[src/rtl/multicycle_controller.sv]
// Control unit for a bus-based multicycle CPU datapath.
// Sequences fetch, operand-word fetch, addressing-mode resolution, execute
// and write-back. Outputs are registered from the next state. The only
// exception is the MDR capture on a read wait, which must follow mfc within
// the same cycle.
//
// state | meaning
// RST   | reset, PC clear asserted
// F1    | PC -> MAR and Y
// F2    | instruction read, wait on mfc
// F3    | MDR -> IR, Y + 1 -> T
// F4    | T -> PC, decode
// W1    | PC -> MAR and Y for the operand word
// W2    | operand word read, wait on mfc
// W3    | Y + 1 -> T
// W4    | T -> PC
// X1    | index register -> Y
// X2    | Y + MDR -> T
// X3    | T -> MAR
// A1    | MDR -> MAR (absolute / indirect pointer)
// M1    | data read, wait on mfc
// E1    | destination register -> Y
// E2    | ALU operation on operand -> T / flags
// E3    | T -> destination register
// LD    | operand -> destination register
// S1    | destination register -> MDR
// S2    | MDR -> memory, wait on mfc
// JT    | branch taken, MDR -> PC
// L1    | PC -> link register
// L2    | MDR -> PC
// JR    | source register -> PC
module multicycle_controller (
    input  logic       clk,
    input  logic       rstIn,
    input  logic       mfc,
    input  logic       Dcondn,
    input  logic [6:0] irContr,
    output logic       rd,
    output logic       wr,
    output logic       LPC,
    output logic       TPC,
    output logic       LT,
    output logic       TT,
    output logic       LMAR,
    output logic       TMAR,
    output logic       LIR,
    output logic       RMDRExt,
    output logic       RMDRInt,
    output logic       TMDR2X,
    output logic       TMDR2Ext,
    output logic       TMDR2IR,
    output logic       LMDR,
    output logic       LregY,
    output logic       T1,
    output logic       Lflag,
    output logic       rdM,
    output logic       wrM,
    output logic       PCrst,
    output logic [1:0] fnSel,
    output logic [1:0] selreg
);

    typedef enum logic [4:0] {
        S_RST, S_F1, S_F2, S_F3, S_F4, S_W1, S_W2, S_W3, S_W4,
        S_X1, S_X2, S_X3, S_A1, S_M1, S_E1, S_E2, S_E3, S_LD,
        S_S1, S_S2, S_JT, S_L1, S_L2, S_JR
    } state_t;

    typedef enum logic [2:0] {
        K_ALU, K_MNS, K_CMP, K_LOAD, K_STORE, K_JCC, K_JAL, K_JR
    } kind_t;

    typedef struct packed {
        logic       rd;
        logic       wr;
        logic       lpc;
        logic       tpc;
        logic       lt;
        logic       tt;
        logic       lmar;
        logic       tmar;
        logic       lir;
        logic       rmdr_int;
        logic       tmdr2x;
        logic       tmdr2ext;
        logic       tmdr2ir;
        logic       lmdr;
        logic       lregy;
        logic       t1;
        logic       lflag;
        logic       rdm;
        logic       wrm;
        logic       pcrst;
        logic [1:0] fn_sel;
        logic [1:0] sel_reg;
    } ctrl_t;

    state_t     state;
    state_t     nxt;
    state_t     exec_start;
    state_t     resolve_start;
    kind_t      kind;
    ctrl_t      ctrl_q;
    ctrl_t      ctrl_nxt;
    logic       rd_wait_q;
    logic       ind_pass;
    logic       need_word;
    logic       is_store;
    logic       ind_first;
    logic [1:0] cls;
    logic [1:0] sub;
    logic [2:0] mode;

    assign cls  = irContr[6:5];
    assign sub  = irContr[4:3];
    assign mode = irContr[2:0];

    // Instruction kind from the IR control field, in decode priority order
    always_comb begin
        kind = K_ALU;
        if (cls == 2'b11 && mode == 3'b111)                     kind = K_JAL;
        else if (cls == 2'b11 && sub == 2'b11 && mode == 3'b000) kind = K_JR;
        else if (cls == 2'b11)                                  kind = K_JCC;
        else if (mode == 3'b110)                                kind = K_CMP;
        else if (cls == 2'b10 && sub[1])                        kind = K_STORE;
        else if (cls == 2'b10)                                  kind = K_LOAD;
        else if (cls == 2'b01)                                  kind = K_MNS;
        else                                                    kind = K_ALU;
    end

    assign need_word = (mode == 3'b000) || (mode == 3'b010) || (mode == 3'b011) ||
                       (mode == 3'b100) || (kind == K_JCC) || (kind == K_JAL);
    assign is_store  = (kind == K_STORE);
    // Indirect mode makes two MAR/MDR passes; the first one always reads.
    assign ind_first = (mode == 3'b100) && !ind_pass;

    // Entry points into execute and into address resolution
    always_comb begin
        exec_start = S_F1;
        case (kind)
            K_ALU, K_CMP: exec_start = S_E1;
            K_MNS:        exec_start = S_E2;
            K_LOAD:       exec_start = S_LD;
            K_STORE:      exec_start = (mode == 3'b000 || mode == 3'b001) ? S_F1 : S_S1;
            default:      exec_start = S_F1;
        endcase

        resolve_start = exec_start;
        case (kind)
            K_JCC:   resolve_start = Dcondn ? S_JT : S_F1;
            K_JAL:   resolve_start = S_L1;
            K_JR:    resolve_start = S_JR;
            default: begin
                if (mode == 3'b010)                          resolve_start = S_X1;
                else if (mode == 3'b011 || mode == 3'b100)   resolve_start = S_A1;
                else                                         resolve_start = exec_start;
            end
        endcase
    end

    // Next-state selection; mfc only matters in the four wait states
    always_comb begin
        nxt = S_RST;
        case (state)
            S_RST: nxt = S_F1;
            S_F1:  nxt = S_F2;
            S_F2:  nxt = mfc ? S_F3 : S_F2;
            S_F3:  nxt = S_F4;
            S_F4:  nxt = need_word ? S_W1 : resolve_start;
            S_W1:  nxt = S_W2;
            S_W2:  nxt = mfc ? S_W3 : S_W2;
            S_W3:  nxt = S_W4;
            S_W4:  nxt = resolve_start;
            S_X1:  nxt = S_X2;
            S_X2:  nxt = S_X3;
            S_X3:  nxt = is_store ? exec_start : S_M1;
            S_A1:  nxt = (is_store && !ind_first) ? exec_start : S_M1;
            S_M1:  nxt = mfc ? (ind_first ? S_A1 : exec_start) : S_M1;
            S_E1:  nxt = S_E2;
            S_E2:  nxt = (kind == K_CMP) ? S_F1 : S_E3;
            S_E3:  nxt = S_F1;
            S_LD:  nxt = S_F1;
            S_S1:  nxt = S_S2;
            S_S2:  nxt = mfc ? S_F1 : S_S2;
            S_JT:  nxt = S_F1;
            S_L1:  nxt = S_L2;
            S_L2:  nxt = S_F1;
            S_JR:  nxt = S_F1;
            default: nxt = S_RST;
        endcase
    end

    // Control word for the state about to be entered
    always_comb begin
        ctrl_nxt       = '0;
        ctrl_nxt.pcrst = 1'b1;
        case (nxt)
            S_RST: ctrl_nxt.pcrst = 1'b0;
            S_F1, S_W1: begin
                ctrl_nxt.tpc   = 1'b1;
                ctrl_nxt.lmar  = 1'b1;
                ctrl_nxt.lregy = 1'b1;
            end
            S_F2, S_W2, S_M1: ctrl_nxt.rdm = 1'b1;
            S_F3: begin
                ctrl_nxt.tmdr2ir = 1'b1;
                ctrl_nxt.lir     = 1'b1;
                ctrl_nxt.t1      = 1'b1;
                ctrl_nxt.lt      = 1'b1;
            end
            S_F4, S_W4: begin
                ctrl_nxt.tt  = 1'b1;
                ctrl_nxt.lpc = 1'b1;
            end
            S_W3: begin
                ctrl_nxt.t1 = 1'b1;
                ctrl_nxt.lt = 1'b1;
            end
            S_X1: begin
                ctrl_nxt.rd      = 1'b1;
                ctrl_nxt.sel_reg = 2'b11;
                ctrl_nxt.lregy   = 1'b1;
            end
            S_X2: begin
                ctrl_nxt.tmdr2x = 1'b1;
                ctrl_nxt.lt     = 1'b1;
            end
            S_X3: begin
                ctrl_nxt.tt   = 1'b1;
                ctrl_nxt.lmar = 1'b1;
            end
            S_A1: begin
                ctrl_nxt.tmdr2x = 1'b1;
                ctrl_nxt.lmar   = 1'b1;
            end
            S_E1: begin
                ctrl_nxt.rd      = 1'b1;
                ctrl_nxt.sel_reg = 2'b01;
                ctrl_nxt.lregy   = 1'b1;
            end
            S_E2: begin
                if (mode == 3'b001) ctrl_nxt.rd = 1'b1;
                else                ctrl_nxt.tmdr2x = 1'b1;
                ctrl_nxt.lflag = 1'b1;
                if (kind == K_CMP) begin
                    ctrl_nxt.fn_sel = 2'b01;
                end else begin
                    ctrl_nxt.fn_sel = (kind == K_MNS) ? 2'b11 : 2'b10;
                    ctrl_nxt.lt     = 1'b1;
                end
            end
            S_E3: begin
                ctrl_nxt.tt      = 1'b1;
                ctrl_nxt.wr      = 1'b1;
                ctrl_nxt.sel_reg = 2'b01;
            end
            // Register-mode load reads and writes in one cycle; the register
            // field points at the destination for both.
            S_LD: begin
                if (mode == 3'b001) ctrl_nxt.rd = 1'b1;
                else                ctrl_nxt.tmdr2x = 1'b1;
                ctrl_nxt.wr      = 1'b1;
                ctrl_nxt.sel_reg = 2'b01;
            end
            S_S1: begin
                ctrl_nxt.rd       = 1'b1;
                ctrl_nxt.sel_reg  = 2'b01;
                ctrl_nxt.rmdr_int = 1'b1;
                ctrl_nxt.lmdr     = 1'b1;
            end
            S_S2: begin
                ctrl_nxt.tmdr2ext = 1'b1;
                ctrl_nxt.wrm      = 1'b1;
            end
            S_JT, S_L2: begin
                ctrl_nxt.tmdr2x = 1'b1;
                ctrl_nxt.lpc    = 1'b1;
            end
            S_L1: begin
                ctrl_nxt.tpc     = 1'b1;
                ctrl_nxt.wr      = 1'b1;
                ctrl_nxt.sel_reg = 2'b10;
            end
            S_JR: begin
                ctrl_nxt.rd      = 1'b1;
                ctrl_nxt.sel_reg = 2'b00;
                ctrl_nxt.lpc     = 1'b1;
            end
            default: ctrl_nxt.pcrst = 1'b1;
        endcase
    end

    // State, registered control word and indirect-pass tracking
    always_ff @(posedge clk) begin
        if (!rstIn) begin
            state     <= S_RST;
            ctrl_q    <= '0;
            rd_wait_q <= 1'b0;
            ind_pass  <= 1'b0;
        end else begin
            state     <= nxt;
            ctrl_q    <= ctrl_nxt;
            rd_wait_q <= (nxt == S_F2) || (nxt == S_W2) || (nxt == S_M1);
            if (state == S_M1 && mfc && ind_first) ind_pass <= 1'b1;
            else if (nxt == S_F1)                 ind_pass <= 1'b0;
        end
    end

    assign rd       = ctrl_q.rd;
    assign wr       = ctrl_q.wr;
    assign LPC      = ctrl_q.lpc;
    assign TPC      = ctrl_q.tpc;
    assign LT       = ctrl_q.lt;
    assign TT       = ctrl_q.tt;
    assign LMAR     = ctrl_q.lmar;
    assign TMAR     = ctrl_q.tmar;
    assign LIR      = ctrl_q.lir;
    assign RMDRExt  = rd_wait_q & mfc;
    assign RMDRInt  = ctrl_q.rmdr_int;
    assign TMDR2X   = ctrl_q.tmdr2x;
    assign TMDR2Ext = ctrl_q.tmdr2ext;
    assign TMDR2IR  = ctrl_q.tmdr2ir;
    assign LMDR     = ctrl_q.lmdr | (rd_wait_q & mfc);
    assign LregY    = ctrl_q.lregy;
    assign T1       = ctrl_q.t1;
    assign Lflag    = ctrl_q.lflag;
    assign rdM      = ctrl_q.rdm;
    assign wrM      = ctrl_q.wrm;
    assign PCrst    = ctrl_q.pcrst;
    assign fnSel    = ctrl_q.fn_sel;
    assign selreg   = ctrl_q.sel_reg;

endmodule

[config.mk]
export PLATFORM = sky130hd
export DESIGN_NAME = multicycle_controller
export DESIGN_NICKNAME = d
export VERILOG_FILES = /design/src/rtl/multicycle_controller.sv
export SDC_FILE = /design/constraint.sdc
export NUM_CORES = 1
export LEC_CHECK = 0
export ABC_AREA = 1
export BUFFER_PORTS_ARGS = -buffer_cell sky130_fd_sc_hd__clkbuf_2
export CAP_MARGIN = 10
export CORE_UTILIZATION = 55
export DETAILED_ROUTE_END_ITERATION = 7
export PLACE_DENSITY = 0.77
export SLEW_MARGIN = 5
export SYNTH_ARGS = -nofsm -noshare
export SYNTH_HDL_FRONTEND = slang
export SYNTH_SLANG_ARGS = --single-unit
export TNS_END_PERCENT = 20
[constraint.sdc]
create_clock -name clk -period 2.3 [get_ports clk]
set_input_delay 0.345 -clock clk [delete_from_list [all_inputs] [get_ports clk]]
set_output_delay 0.345 -clock clk [all_outputs]
set_load 0.005 [all_outputs]
==> results.sh, run 1 <==
export IMPL_grt_remaining_overflow=0
export IMPL_p_per_area_nw_per_um2=870
export IMPL_initial_utilization_pct=58.9
export IMPL_clock_fmax_mhz=468
export IMPL_cts_tree="yes"
export IMPL_p_comb_share_pct=52.1
export IMPL_synth_top_area_cell="dfxtp_1"
export IMPL_hold_worst_slack_ns=0.357
export IMPL_r2r_start="state[1]$_SDFF_PN0_"
export IMPL_ios=36
export IMPL_cp_max_fo=7
export IMPL_final_nets=358
export IMPL_gp_congestion=0.950
export IMPL_dp_worst_setup_slack_ns=-0.00219
export IMPL_layout_commonest_cell="nand2_1"
export IMPL_netlist_instances=305
export IMPL_worst_slack_ns=0.162
export IMPL_cts_sinks=26
export IMPL_cts_buffers=3
export IMPL_hold_end="state[0]$_SDFF_PN0_"
export IMPL_fin_crit_ns=2.14
export IMPL_path_common_cell="nand2_1"
export IMPL_antenna_cells=0
export IMPL_grt_pass1_vias=1638
export IMPL_yosysWarnings=0
export IMPL_io_buffers=34
export IMPL_worstHoldStart="rstIn"
export IMPL_htreeDepth=1
export IMPL_cts_hold_buf=0
export IMPL_switching_power_mw=0.827
export IMPL_max_stage_delay_ns=0.45
export IMPL_worst_r2r_path_depth=12
export IMPL_synthArstFlopShare_pct=0
export IMPL_switching_share_pct=44.4
export IMPL_layout_common_cells="88 x nand2_1, 42 x inv_1, 40 x nor2_1"
export IMPL_syn_num_nets=316
export IMPL_cpLargestDelayFamily="simple AND/OR/NAND/NOR gates"
export IMPL_first_pass_iters=4
export IMPL_clock_latency_ns=0.33
export IMPL_outcome="finished clean"
export IMPL_hold_violations=0
export IMPL_drv_slew=0
export IMPL_drive_gt1_share_pct=25.1
export IMPL_die_y_um=59.6
export IMPL_worst_path_buf_inv=1
export IMPL_ant_nets=0
export IMPL_fin_util_pct=69.0
export IMPL_synth_edf_count=0
export IMPL_totalPowerFinal_mw=1.86
export IMPL_core_region_area_um2=3100
export IMPL_dp_hpwl_um=3630
export IMPL_intPower_mw=1.04
export IMPL_r2r_setup_slack_ns=0.16
export IMPL_drt_initial_drc_count=142
export IMPL_route_detailed_drc=0
export IMPL_required_ns=2.53
export IMPL_grt_max_degree=16
export IMPL_clk_pin_slew_ns=0.14
export IMPL_yosysTopAreaCellShare_pct=28.5
export IMPL_ys_top_cells_by_area="dfxtp_1 28%, nand2_1 18%, inv_1 8.6%"
export IMPL_synth_area_per_cell_um2=5.99
export IMPL_worst_clock_skew_ns=0.00324
export IMPL_hold_path_depth=3
export IMPL_cp_end_kind="flip-flop"
export IMPL_wl_per_cell_um=11.4
export IMPL_wirelength_um=4440
export IMPL_synth_area_um2=1830
export IMPL_cp_start_kind="flip-flop"
export IMPL_rows=20
export IMPL_yosysUniqueCellTypes=31
export IMPL_seq_area_frac_synth_pct=28.5
export IMPL_vias_per_cell=5.01
export IMPL_num_vias=1954
export IMPL_pwr_share_seq_pct=31.0
export IMPL_dieArea_um2=3560
export IMPL_die_w_um=59.6
export IMPL_syn_to_final_growth_pct=17.2
export IMPL_grtUsageTotal_pct=27.6
export IMPL_startpoint="state[1]$_SDFF_PN0_"
export IMPL_cp_cell_sequence="nand2_1 -> nor2_2 -> nand2_1 -> nor2_1 -> nand3b_1 -> a21oi_1 -> nand2_1 -> inv_2 -> nand2_1 -> nor3_2 -> a21oi_1 -> o21ai_0"
export IMPL_p_leak_nw=1.22
export IMPL_ys_seq_elements=26
export IMPL_cp_data_arrival_time_ns=2.37
export IMPL_root_buffer="clkbuf_4"
export IMPL_setup_violations=0
export IMPL_drv_cap=0
export IMPL_hold_path_class="in -> reg"
export IMPL_grt_pass1_wl_um=7330
export IMPL_clock_power_share_pct=16.9
export IMPL_grt_antenna_before_repair=0
export IMPL_synth_flop_cell="dfxtp_1"
export IMPL_crit_type="reg -> reg"
export IMPL_ir_worst_vdd_v=0.000463
export IMPL_cts_buffer_depth=2
export IMPL_n_fill_cell=320
export IMPL_slowest_stage="dfxtp_1"
export IMPL_fin_crit_sh_pct=93.0
export IMPL_rr_endpoint="LT$_SDFF_PN0_"
-- state kept, by name, summed over array words and instances, names as in the netlist --
register,count
TMDR2IR,1
LPC,1
LMAR,1
T1,1
PCrst,1
LregY,1
rd,1
TMDR2X,1
TPC,1
TT,1
Lflag,1
wr,1
selreg,2
ctrl_q,1
state,5
wrM,1
ind_pass,1
LT,1
rdM,1
fnSel,2
-- synth_stat cells (2+ instances only) --
master	instances
nand2_1	89
inv_1	42
nor2_1	42
dfxtp_1	26
nand3_1	21
a21oi_1	14
nor2_2	10
nand2_2	9
o21ai_0	7
nand4_1	5
o21ai_1	5
nor3_1	4
buf_4	3
inv_2	3
nand3b_1	3
a31oi_1	2
clkbuf_1	2
nand2_4	2
nand3_2	2
nor2_4	2
o21ai_2	2
-- timing repair --
item,CTS,global route
resized for setup,0,5
buffers inserted,0,0
endpoints found under the setup margin,0,10
-- layer usage --
metal  GRT usage (%)  share of wire, %  up-vias
met2            44.8                47       67
met3            4.37               5.3        4
met1            37.7                47      850
li1                -                 -     1033
met4            7.97               1.1        0
met5               0                 0        -
-- cell type report --
cell class | count | area, µm² | share of cell area (%)
timing repair buffer | 43 | 238 | 11.1
clock inverter | 1 | 30.0 | 1.40
clock buffer | 3 | 22.5 | 1.05
sequential | 26 | 523 | 24.4
inverter | 46 | 175 | 8.18
multi-input combinational | 227 | 1100 | 51.3
tap | 44 | 55.1 | 2.57
-- through the flow --
| stage | instances | TNS [ns] | area [µm²] |
|---|---|---|---|
| global route | 390 | -0.00223 | 2140 |
| floorplan | 305 | 0 | 1830 |
| global placement | 386 | 0 | 2080 |
| finish | 390 | 0 | 2140 |
| CTS | 390 | 0 | 2130 |
| detailed placement | 386 | -0.00219 | 2080 |
-- power groups by stage --
stage / sequential (mW) / combinational (mW) / clock, mW
6_report: 0.577 / 0.970 / 0.315
5_1_grt: 0.588 / 1.08 / 0.340
4_1_cts: 0.574 / 0.955 / 0.317
3_5_place_dp: 0.584 / 0.942 / 0
3_3_place_gp: 0.579 / 0.932 / 0
2_1_floorplan: 0.583 / 0.705 / 0
-- kinds of logic after synthesis --
kind of cell / count (synthesis) / synth area share (%)
simple gates: 193 / 49.0
buf+inv: 52 / 11.8
compound gates: 33 / 10.5
flops: 26 / 28.5
other cells: 1 / 0.205
-- worst max path at each step --
stage                            endpoint  depth (start not counted)  slack (ns)
floorplan                   wr$_SDFF_PN0_                         15        0.40
global placement    ind_pass$_SDFFE_PN0P_                         18        0.01
detailed placement  ind_pass$_SDFFE_PN0P_                         18      -0.002
CTS                         LT$_SDFF_PN0_                         12        0.09
global route                rd$_SDFF_PN0_                         16      -0.002
finish                      LT$_SDFF_PN0_                         12        0.16
-- worst reg2reg max path, stage by stage (launching register included) --
cell and delay [ns]:
dfxtp_1 0.45, nand2_1 0.09, nor2_2 0.20, nand2_1 0.11
nor2_1 0.29, nand3b_1 0.18, a21oi_1 0.05, nand2_1 0.13
inv_2 0.09, nand2_1 0.11, nor3_2 0.06, a21oi_1 0.17
o21ai_0 0.10
Note: power is estimated with default switching activity, not from simulation.
==> run 2, diff against run 1 <==
--- a/config.mk
+++ b/config.mk
@@ -9,8 +9,9 @@
 export BUFFER_PORTS_ARGS = -buffer_cell sky130_fd_sc_hd__clkbuf_2
 export CAP_MARGIN = 10
 export CORE_UTILIZATION = 55
+export CTS_CLUSTER_SIZE = 10
 export DETAILED_ROUTE_END_ITERATION = 7
-export PLACE_DENSITY = 0.77
+export PLACE_DENSITY = 0.8
 export SLEW_MARGIN = 5
 export SYNTH_ARGS = -nofsm -noshare
 export SYNTH_HDL_FRONTEND = slang
==> run 2 against run 1 <==
Effect of this change: setup slack better by 0.0089 ns; fmax rose by 0.42%; largest power group unchanged; clock power about the same; first-iteration DRC count is 30% lower; clock-buffer cell count is the same; largest cell class unchanged; die area unchanged; non-clock buffer count decreased by 1; combinational power shrank 0.7%.
==> results.sh, run 2 (synthesis gave the netlist of run 1 again) <==
export IMPL_hold_path_class="in -> reg"
export IMPL_cp_data_arrival_time_ns=2.35
export IMPL_dp_hpwl_um=3560
export IMPL_cts_hold_buf=0
export IMPL_required_ns=2.52
export IMPL_totalPowerFinal_mw=1.85
export IMPL_num_vias=1982
export IMPL_grtUsageTotal_pct=26.5
export IMPL_grt_antenna_before_repair=0
export IMPL_n_fill_cell=305
export IMPL_pwr_share_seq_pct=31.1
export IMPL_io_buffers=34
export IMPL_clock_power_share_pct=16.9
export IMPL_gp_congestion=0.961
export IMPL_hold_violations=0
export IMPL_placed_cells=385
export IMPL_route_detailed_drc=0
export IMPL_fin_crit_ns=2.13
export IMPL_cp_end_kind="flip-flop"
export IMPL_worst_path_buf_inv=1
export IMPL_setup_violations=0
export IMPL_max_flop_register="state"
export IMPL_layout_common_cells="89 x nand2_1, 42 x inv_1, 40 x nor2_1"
export IMPL_initial_utilization_pct=58.9
export IMPL_vias_per_cell=5.10
export IMPL_dieArea_um2=3560
export IMPL_rows=20
export IMPL_cts_buffer_depth=2
export IMPL_path_common_cell="nand2_1"
export IMPL_antenna_cells=0
export IMPL_htreeDepth=1
export IMPL_crit_type="reg -> reg"
export IMPL_die_w_um=59.6
export IMPL_die_y_um=59.6
export IMPL_clock_fmax_mhz=470
export IMPL_grt_pass1_vias=1690
export IMPL_met2_usage_pct=43.5
export IMPL_slowest_stage="dfxtp_1"
export IMPL_cts_buffers=3
export IMPL_ir_worst_vdd_v=0.000396
export IMPL_largest_register_ffs=5
export IMPL_cp_start_kind="flip-flop"
export IMPL_worst_clock_skew_ns=0.00360
export IMPL_grt_remaining_overflow=0
export IMPL_first_pass_iters=4
export IMPL_core_region_area_um2=3100
export IMPL_syn_to_final_growth_pct=16.6
export IMPL_layout_cells_non_filler=389
export IMPL_grt_use_met1_pct=36.4
export IMPL_cpLargestDelayFamily="simple AND/OR/NAND/NOR gates"
export IMPL_busiest_layer="met2"
export IMPL_grtUsageMet3_pct=3.49
export IMPL_drt_initial_drc_count=100
export IMPL_p_comb_share_pct=52.0
export IMPL_p_leak_nw=1.21
export IMPL_postCtsSetupBuffers=0
export IMPL_grt_pass1_wl_um=7130
export IMPL_switching_power_mw=0.816
export IMPL_cts_tree="yes"
export IMPL_root_buffer="clkbuf_4"
export IMPL_clock_latency_ns=0.33
export IMPL_ant_nets=0
export IMPL_drv_slew=0
export IMPL_cp_max_fo=7
export IMPL_cp_cell_sequence="nand2_1 -> nor2_2 -> nand2_1 -> nor2_1 -> nand3b_1 -> a21oi_1 -> nand2_1 -> inv_2 -> nand2_1 -> nor3_2 -> a21oi_1 -> o21ai_0"
export IMPL_drive_gt1_share_pct=24.6
export IMPL_ios=36
export IMPL_intPower_mw=1.03
export IMPL_fin_crit_sh_pct=92.6
export IMPL_switching_share_pct=44.1
export IMPL_outcome="finished clean"
export IMPL_clk_pin_slew_ns=0.14
export IMPL_cts_sinks=26
export IMPL_max_stage_delay_ns=0.45
export IMPL_wl_per_cell_um=11.2
export IMPL_drv_cap=0
export IMPL_final_nets=357
export IMPL_p_per_area_nw_per_um2=868
export IMPL_grt_max_degree=16
export IMPL_layout_commonest_cell="nand2_1"
export IMPL_wirelength_um=4380
## run 2: changes by cell type in the layout (fill, tap and decap cells not counted), sizes merged
cell,previous run,this run
buf,9,8
## run 2: worst paths after layout
check                                            from  depth (start not counted)  slack (ns)                     to
worst min register to register  ind_pass$_SDFFE_PN0P_                          2        0.48  ind_pass$_SDFFE_PN0P_
worst min-delay path                            rstIn                          3        0.35        LMAR$_SDFF_PN0_
worst max-delay path              state[1]$_SDFF_PN0_                         12        0.17          LT$_SDFF_PN0_
worst max register to register    state[1]$_SDFF_PN0_                         12        0.17          LT$_SDFF_PN0_
## run 2: metal layers
metal	part of all wire [%]	wire [µm]	up-vias
met5	0	0	-
met4	1.8	80	0
met3	7.0	305	8
met2	46	2020	71
met1	45	1970	876
li1	-	-	1027
## run 2: timing repair
item                                    4_1_cts  5_1_grt
resized for setup                             0        4
endpoints found under the setup margin        0        8
hold endpoints to repair                      0        0
## run 2: tightest hold or removal path: stages
cell and delay [ns]:
clkbuf_2 0.18, nand2_1 0.10, inv_1 0.03
## run 2: area by class of cell
| class | count | area [µm²] | area share [%] |
|---|---|---|---|
| multi-input combinational | 227 | 1090 | 51.4 |
| sequential | 26 | 523 | 24.5 |
| timing repair buffer | 42 | 230 | 10.8 |
| inverter | 46 | 175 | 8.22 |
| tap | 44 | 55.1 | 2.58 |
| clock inverter | 1 | 30.0 | 1.41 |
| clock buffer | 3 | 22.5 | 1.06 |
## run 2: power groups by stage
stage	sequential [mW]	combinational (mW)	clock (mW)
2_1_floorplan	0.583	0.705	0
3_3_place_gp	0.579	0.925	0
6_report	0.574	0.963	0.312
3_5_place_dp	0.583	0.940	0
5_1_grt	0.586	1.08	0.331
4_1_cts	0.572	0.946	0.313
## run 2: through the flow
stage | TNS [ns] | hold WS, ns | area, µm² | setup WS, ns | util (%)
floorplan | 0 | 0.440 | 1830 | 0.399 | -
global placement | -0.0182 | 0.454 | 2070 | -0.0182 | 66.7
detailed placement | -0.168 | 0.466 | 2070 | -0.0735 | 66.7
CTS | 0 | 0.342 | 2120 | 0.117 | 68.4
global route | -0.000119 | 0.369 | 2130 | -0.000119 | 68.7
finish | 0 | 0.348 | 2130 | 0.171 | 68.7
